--- config.mk ---
export PLATFORM = sky130hd
export DESIGN_NAME = load_store_unit
export DESIGN_NICKNAME = d
export VERILOG_FILES = /design/src/rtl/riscv_lsu_pkg.sv /design/src/rtl/lsu_load_align.sv /design/src/rtl/load_store_unit.sv
export SDC_FILE = /design/constraint.sdc
export NUM_CORES = 1
export LEC_CHECK = 0
export ABC_AREA = 1
export BUFFER_PORTS_ARGS = -buffer_cell sky130_fd_sc_hd__buf_2
export CAP_MARGIN = 30
export CORE_MARGIN = 8
export CORE_UTILIZATION = 25
export CTS_CLUSTER_SIZE = 25
export DETAILED_ROUTE_END_ITERATION = 10
export PLACE_DENSITY_LB_ADDON = 0.25
export SYNTH_ARGS = -nofsm -noshare
export SYNTH_HDL_FRONTEND = slang
export SYNTH_SLANG_ARGS = --single-unit
--- constraint.sdc ---
create_clock -name clk -period 3.7 [get_ports clk]
set_clock_uncertainty 0.15 [all_clocks]
set_input_delay 0.555 -clock clk [delete_from_list [all_inputs] [get_ports clk]]
set_output_delay 0.555 -clock clk [all_outputs]
set_load 0.01 [all_outputs]
--- src/rtl/riscv_lsu_pkg.sv ---
// riscv_lsu_pkg
//   Shared definitions for the load/store unit: RISC-V funct3 encodings,
//   memory size codes, FSM state enum and small decode helpers.
package riscv_lsu_pkg;

  // Load encodings
  localparam logic [2:0] F3_LB  = 3'b000;
  localparam logic [2:0] F3_LH  = 3'b001;
  localparam logic [2:0] F3_LW  = 3'b010;
  localparam logic [2:0] F3_LBU = 3'b100;
  localparam logic [2:0] F3_LHU = 3'b101;
  // Store encodings
  localparam logic [2:0] F3_SB  = 3'b000;
  localparam logic [2:0] F3_SH  = 3'b001;
  localparam logic [2:0] F3_SW  = 3'b010;

  // Memory size codes
  localparam logic [1:0] SZ_BYTE = 2'd0;
  localparam logic [1:0] SZ_HALF = 2'd1;
  localparam logic [1:0] SZ_WORD = 2'd2;

  typedef enum logic [1:0] {
    IDLE  = 2'd0,
    ISSUE = 2'd1,
    RESP  = 2'd2
  } lsu_state_e;

  // Latched request attributes carried from IDLE into ISSUE/RESP
  typedef struct packed {
    logic       we;
    logic [2:0] funct3;
    logic       err;
  } lsu_op_t;

  function automatic logic f3_legal(input logic we, input logic [2:0] f3);
    if (we) return (f3 == F3_SB) || (f3 == F3_SH) || (f3 == F3_SW);
    return (f3 == F3_LB) || (f3 == F3_LH) || (f3 == F3_LW) ||
           (f3 == F3_LBU) || (f3 == F3_LHU);
  endfunction

  // funct3[1:0] is the size code directly; the unused 2'b11 pattern only
  // occurs on illegal requests, which never write, so it folds onto WORD.
  function automatic logic [1:0] f3_size(input logic [2:0] f3);
    case (f3[1:0])
      2'b00:   return SZ_BYTE;
      2'b01:   return SZ_HALF;
      default: return SZ_WORD;
    endcase
  endfunction

endpackage

--- src/rtl/lsu_load_align.sv ---
// lsu_load_align
//   Combinational load-result extender. Takes the memory word
//   {b[a+3],b[a+2],b[a+1],b[a]} and the load funct3 and produces the
//   sign/zero-extended register value.
//   Ports:
//     funct3  in  3     load funct3
//     word    in  32    raw memory read word
//     result  out XLEN  extended load data
module lsu_load_align
  import riscv_lsu_pkg::*;
#(
  parameter int XLEN = 32
) (
  input  logic [2:0]      funct3,
  input  logic [31:0]     word,
  output logic [XLEN-1:0] result
);

  always_comb begin
    result = '0;
    case (funct3)
      F3_LB:   result = {{(XLEN-8){word[7]}}, word[7:0]};
      F3_LBU:  result = {{(XLEN-8){1'b0}}, word[7:0]};
      F3_LH:   result = {{(XLEN-16){word[15]}}, word[15:0]};
      F3_LHU:  result = {{(XLEN-16){1'b0}}, word[15:0]};
      F3_LW:   result = word[XLEN-1:0];
      default: result = '0;
    endcase
  end

endmodule

--- src/rtl/load_store_unit.sv ---
// load_store_unit
//   Pipeline-side initiator for the byte-addressable data memory. One
//   request per transaction: IDLE accepts, ISSUE drives the memory for one
//   cycle (write strobe for legal stores, read capture for loads), RESP holds
//   the response until the core takes it.
//   Optional feature macro: MISALIGN_TRAP_EN -- when defined, misaligned half
//   and word accesses are turned into error responses at accept time.
//   Ports:
//     clk, rst                 clock, synchronous active-high reset
//     req_valid/req_ready      request handshake
//     req_we, req_funct3       store flag, RISC-V funct3
//     req_addr, req_wdata      byte address, store data
//     resp_valid/resp_ready    response handshake
//     resp_rdata, resp_err     extended load data (0 for stores/errors), error
//     mem_wr, mem_byte         memory write strobe, size code
//     mem_addr, mem_wdata      memory address, write data
//     mem_rdata                memory combinational read word
module load_store_unit
  import riscv_lsu_pkg::*;
#(
  parameter int AWIDTH = 32,
  parameter int XLEN   = 32
) (
  input  logic              clk,
  input  logic              rst,
  input  logic              req_valid,
  output logic              req_ready,
  input  logic              req_we,
  input  logic [2:0]        req_funct3,
  input  logic [AWIDTH-1:0] req_addr,
  input  logic [XLEN-1:0]   req_wdata,
  output logic              resp_valid,
  input  logic              resp_ready,
  output logic [XLEN-1:0]   resp_rdata,
  output logic              resp_err,
  output logic              mem_wr,
  output logic [1:0]        mem_byte,
  output logic [AWIDTH-1:0] mem_addr,
  output logic [31:0]       mem_wdata,
  input  logic [31:0]       mem_rdata
);

  lsu_state_e      state;
  lsu_op_t         op;
  logic            acc_err;
  logic [XLEN-1:0] load_ext;

  // Error decision is made on the incoming request so it can gate mem_wr,
  // which is registered at accept time and therefore high exactly in ISSUE.
  always_comb begin
    acc_err = !f3_legal(req_we, req_funct3);
`ifdef MISALIGN_TRAP_EN
    case (f3_size(req_funct3))
      SZ_HALF: if (req_addr[0])          acc_err = 1'b1;
      SZ_WORD: if (req_addr[1:0] != '0)  acc_err = 1'b1;
      default: ;
    endcase
`endif
  end

  lsu_load_align #(.XLEN(XLEN)) u_align (
    .funct3 (op.funct3),
    .word   (mem_rdata),
    .result (load_ext)
  );

  always_ff @(posedge clk) begin
    if (rst) begin
      state      <= IDLE;
      op         <= '0;
      req_ready  <= 1'b1;
      resp_valid <= 1'b0;
      resp_rdata <= '0;
      resp_err   <= 1'b0;
      mem_wr     <= 1'b0;
      mem_addr   <= '0;
      mem_byte   <= SZ_WORD;
      mem_wdata  <= '0;
    end else begin
      case (state)
        IDLE: begin
          if (req_valid) begin
            op.we     <= req_we;
            op.funct3 <= req_funct3;
            op.err    <= acc_err;
            mem_addr  <= req_addr;
            mem_byte  <= f3_size(req_funct3);
            mem_wdata <= req_wdata[31:0];
            mem_wr    <= req_we && !acc_err;
            req_ready <= 1'b0;
            state     <= ISSUE;
          end
        end
        ISSUE: begin
          // mem_rdata reflects mem_addr this cycle; capture the load result.
          mem_wr     <= 1'b0;
          resp_valid <= 1'b1;
          resp_err   <= op.err;
          resp_rdata <= (!op.we && !op.err) ? load_ext : '0;
          state      <= RESP;
        end
        RESP: begin
          if (resp_ready) begin
            resp_valid <= 1'b0;
            req_ready  <= 1'b1;
            state      <= IDLE;
          end
        end
        default: begin
          state     <= IDLE;
          req_ready <= 1'b1;
        end
      endcase
    end
  end

endmodule

==> metrics.txt, run 1 <==
Via Count=3,952; vias per cell=4.178; internal power=1984 uW; n_diodes=0; Leakage=0.002859 uW; Hold Crit Class=in2reg; gr usage total=12.33%; post-CTS sizing=0; final worst setup slack=1792 ps; clock power share=36.5%; TritonCTS clock tree=built; buffer depth of the longest clock path=2; most used cell, CP=nand2_1; grt total ovfl=0; yosys warns=0; global routing usage on met1=14.61%; #FFs+latches synth=109; Post-Synthesis Cells=540; Gate power share=15.8%; crit start category=register; period utilization=51.58%; crit path time final=1908 ps; Routed Wire Length=13,010 um; clock latency at the later pin of the worst-skew pair=350 ps; Switching Share=27.59%; Initial Utilization=25.68%; Mean Syn Cell Area=7.581 um^2; grt met2 use=19.18%; vias in the first global route=3,742; outcome=complete, no violations; maximum vdd drop=0.2035 mV; setup violators final=0; Seq/Total Area, Yosys=53.30%; Synth cell types=24; worst-case reg-to-reg path depth=5; Area Growth Syn to Fin=35.15%; TritonRoute pass-1 iters=4; Crit. End Element=register; global-route wire length before repair=20,030 um; worst path required time=3850 ps; initial detailed-routing violation count=198; hold path depth=3; die area=20,730 um^2; Clock transition at path regs=80 ps; Hold Buf Count CTS=0; pre-CTS setup slack=1712 ps; Final nets=829; layout cells sized above 1=32.60%; chip width=144.0 um; H-tree depth=3; worst-path fanout max=24; Max Freq=524.0 MHz; total power divided by cell area=495.2 nW/um^2; Max stage delay on crit path=540 ps; relative slew slack=52.57%; root buffer cell=clkbuf_16; largest net degree at the start of global routing=74; fin. max-slew vios=0; initial antenna violation count=0; Top Usage Layer GRT=met2; routed length per instance=13.75 um; IO Count=206; Worst Setup Path Type=reg2reg; worst path cell trace=nor2_4 > nand3_2 > nand3_1 > nand2_1 > nand2_1; routing usage on met3=6.370%; dpl hpwl=9298 um; Post-Syn Area=4094 um^2; max cap viols=0; RSZ-0062 raised after global routing=no; Num Clock Sinks=109; core area=15,940 um^2; critical path arrival=2050 ps; num rows=46; Worst Max-Slew Pin Slew=710.4 ps; Post-CTS Repair Setup Buffers=0; Detail Route Antenna Nets=0; fin util=34.70%; DR DRC count=0; die height=144.0 um; Sequential Power Share=47.8%; port bufs=205; RePlAce Congestion=0.7135; syn_nets=644; Fin Setup TNS=0 ps; Final Hold Fails=0; Num CTS Buffers=9; Crit-path slowest cell=nand3_2; switching power total=756.1 uW
[final cells by class]
type                            count  area [um^2]
Timing Repair Buffer              209         1076
Sequential cell                   109         2182
Fill cell                        1752        10410
Clock inverter                      6        70.07
Tap cell                          216        270.3
Clock buffer                       10        239.0
Inverter                            8        30.03
Multi-Input combinational cell    388         1665
[power groups by stage]
stage                     sequential (uW)  combinational [uW]  clock [uW]
after global routing                 1320                 489        1100
after detailed placement             1340                 443           0
after global placement               1330                 440           0
after floorplan                      1370                 219           0
after CTS                            1310                 444        1050
final                                1310                 432         999
[flip-flops by register name, indices dropped and copies added, names as in the netlist]
name / cells
mem_wdata: 32
resp_valid: 1
req_ready: 1
mem_addr: 32
state: 2
mem_wr: 1
op: 5
resp_err: 1
mem_byte: 2
resp_rdata: 32
[stage by stage]
stage	hold WS, ps	cells	area [um^2]	power [uW]
3_3_place_gp	284.5	929	5196	1774
5_1_grt	221.8	946	5533	2909
6_report	239.3	946	5533	2740
4_1_cts	215.7	946	5533	2799
2_1_floorplan	289.6	540	4094	1592
3_5_place_dp	284.1	930	5224	1779
[cells by family after synthesis]
kind of cell | count (synthesis) | synth area share (%)
simple gates | 312 | 31.17
flops | 109 | 53.30
compound gates | 76 | 9.505
buf+inv | 43 | 6.021
[worst paths after layout]
check | start | endpoint | slack (ps)
worst max-delay path | op[3]$_SDFFE_PP0P_ | resp_rdata[17]$_SDFFE_PP0P_ | 1790
worst min-delay path | mem_rdata[6] | resp_rdata[6]$_SDFFE_PP0P_ | 240
worst max register to register | op[3]$_SDFFE_PP0P_ | resp_rdata[17]$_SDFFE_PP0P_ | 1790
worst min register to register | resp_rdata[18]$_SDFFE_PP0P_ | resp_rdata[18]$_SDFFE_PP0P_ | 300
[metal layers]
metal | wire (um) | up-vias
met5 | 0 | -
met4 | 133 | 0
met3 | 1633 | 10
met2 | 5818 | 145
met1 | 5422 | 1709
li1 | - | 2088
[layout by cell type (no fill, tap or decap)]
master and instances:
nor3_1 3, nand3b_1 1, o21ai_1 5, inv_2 3
nor2_2 2, inv_6 1, nand3_1 38, nor2_8 1
nand2_1 128, buf_4 3, buf_16 1, nand3_2 1
o21a_1 1, inv_1 5, buf_2 205, clkbuf_8 1
clkbuf_16 9, nand2_2 3, a21o_1 1, a21oi_1 8
clkinv_4 3, clkinv_2 1, bufinv_16 1, nor2_1 133
o21ai_0 60, o21ai_2 1, nor2_4 2, dfxtp_1 109
[critical path: cells and delay by family, from the launching register on]
family | cells | cell delay (ps)
flip-flops | 1 | 360
AND/OR/NAND/NOR | 5 | 1350
[cells in the mapped netlist]
cell type  number  area share, %
a21o_1          1           0.18
a21oi_1         8           0.98
buf_2          13            1.6
buf_4           5           0.92
buf_6           6            1.7
clkbuf_1        7           0.64
clkbuf_2        4           0.49
dfxtp_1       109             53
inv_1           5           0.46
inv_2           3           0.28
nand2_1       128             12
nand2_2         3           0.46
nand3_1        38            4.6
nand3_2         1           0.24
nand3b_1        1           0.18
nor2_1        133             12
nor2_2          2           0.31
nor2_4          2           0.55
nor2_8          1           0.49
nor3_1          3           0.37
o21a_1          1           0.18
o21ai_0        60            7.3
o21ai_1         5           0.61
o21ai_2         1           0.21
Power figures use the tool's default switching activity.
==> run 2, diff against run 1 <==
clock period = 1.85 ns   (was 3.7 ns; I/O delays follow)
==> run 2 against run 1 <==
Against the previous run: largest cell class unchanged; power is 97% higher; first-iteration DRC count decreased by 11%; critical path depth is 1 higher; clock power rose by 87%.
==> metrics.txt, run 2 (same netlist as run 1, synthesis figures left out) <==
Multi-input gate area=1665 um^2; Clock transition at path regs=70 ps; DR DRC count=0; port bufs=205; worst path required time=1990 ps; global-route wire length before repair=20,390 um; Final nets=843; Num CTS Buffers=9; relative slew slack=66.77%; die height=144.0 um; initial detailed-routing violation count=177; most frequent cells in the layout=buf_2 (205), nor2_1 (133), nand2_1 (128); final worst setup slack=241.1 ps; Hold Crit Class=in2reg; Post-CTS Repair Setup Buffers=0; Final Hold Fails=0; TritonCTS clock tree=built; grt total ovfl=0; chip width=144.0 um; dpl hpwl=9454 um; initial antenna violation count=0; Crit. End Element=register; n_diodes=0; worst-path fanout max=24; routed length per instance=13.71 um; core area=15,940 um^2; Worst Max-Slew Pin Slew=497.9 ps; Via Count=4,050; register area=2182 um^2; Filler cells=1,762; total power divided by cell area=952.8 nW/um^2; fin util=35.50%; buffer depth of the longest clock path=2; maximum vdd drop=0.4102 mV; IO Count=206; RePlAce Congestion=0.7508; Leakage=0.002914 uW; fin. max-slew vios=0; H-tree depth=3; Max Freq=621.6 MHz; gr usage total=12.59%; pre-CTS setup slack=334.8 ps; die area=20,730 um^2; Detail Route Antenna Nets=0; setup violators final=0; clock latency at the later pin of the worst-skew pair=350 ps; vias per cell=4.219; Initial Utilization=25.68%; Largest regs=mem_addr (32), mem_wdata (32), resp_rdata (32); Routed Wire Length=13,160 um; num rows=46; TritonRoute pass-1 iters=4; Area Growth Syn to Fin=38.23%; vias in the first global route=3,874; Num Clock Sinks=109; Worst Setup Path Type=in2reg; largest net degree at the start of global routing=68; layout cells sized above 1=32.53%; leading cell type in the layout, fill and taps excluded=buf_2; crit path time final=1609 ps; period utilization=86.97%; outcome=complete, no violations; critical path arrival=1750 ps; RSZ-0062 raised after global routing=no; root buffer cell=clkbuf_16; Fin Setup TNS=0 ps; max cap viols=0; crit start category=primary input; post-CTS sizing=0
## run 2: area by class of cell
| cell class | count | area share (%) |
|---|---|---|
| sequential | 109 | 38.56 |
| multi-input combinational | 388 | 29.43 |
| timing repair buffer | 223 | 21.62 |
| tap | 216 | 4.776 |
| clock buffer | 11 | 4.466 |
| clock inverter | 5 | 0.6191 |
| inverter | 8 | 0.5306 |
## run 2: repair_timing
| item | CTS | global route |
|---|---|---|
| hold endpoints to repair | 10 | 0 |
| endpoints found under the setup margin | 0 | 0 |
| hold buffers | 10 | 0 |
## run 2: stage by stage
stage	std cells	hold slack (ps)	power, uW	area [um^2]
after CTS	960	10.15	5515	5659
after global routing	960	15.79	5713	5659
after floorplan	540	230.6	3184	4094
after detailed placement	934	284.6	3574	5271
final	960	27.39	5392	5659
after global placement	934	283.0	3571	5271
## run 2: path summary, 6_finish.rpt
kind,from,depth (start not counted),slack [ps],to
hold / removal,req_addr[23],3,30,mem_addr[23]$_SDFFE_PP0P_
setup reg to reg,state[1]$_SDFFE_PP0P_,7,330,resp_rdata[9]$_SDFFE_PP0P_
hold reg to reg,resp_rdata[12]$_SDFFE_PP0P_,2,300,resp_rdata[12]$_SDFFE_PP0P_
setup / recovery,mem_rdata[7],6,240,resp_rdata[29]$_SDFFE_PP0P_
## run 2: routing by layer
metal  share of wire [%]  up-vias  track usage [%]
met4                 2.3        0            5.645
met2                  44      150            19.70
met5                   0        -                0
met1                  42     1772            14.36
met3                  12       18            5.873
li1                    -     2110                -
## run 2: critical path: stages
cell	delay (ps)
dlygate4sd3_1	560
buf_2	140
nand3_2	400
nand3_1	230
nand2_1	70
nand2_1	70
## run 2: where the power goes
group	total, uW	switching [uW]	leakage, uW	internal (uW)
registers	2610	86.8	0.000897	2520
clock network	1870	885	0.000141	989
logic	908	532	0.00188	376
total	5390	1500	0.00291	3890
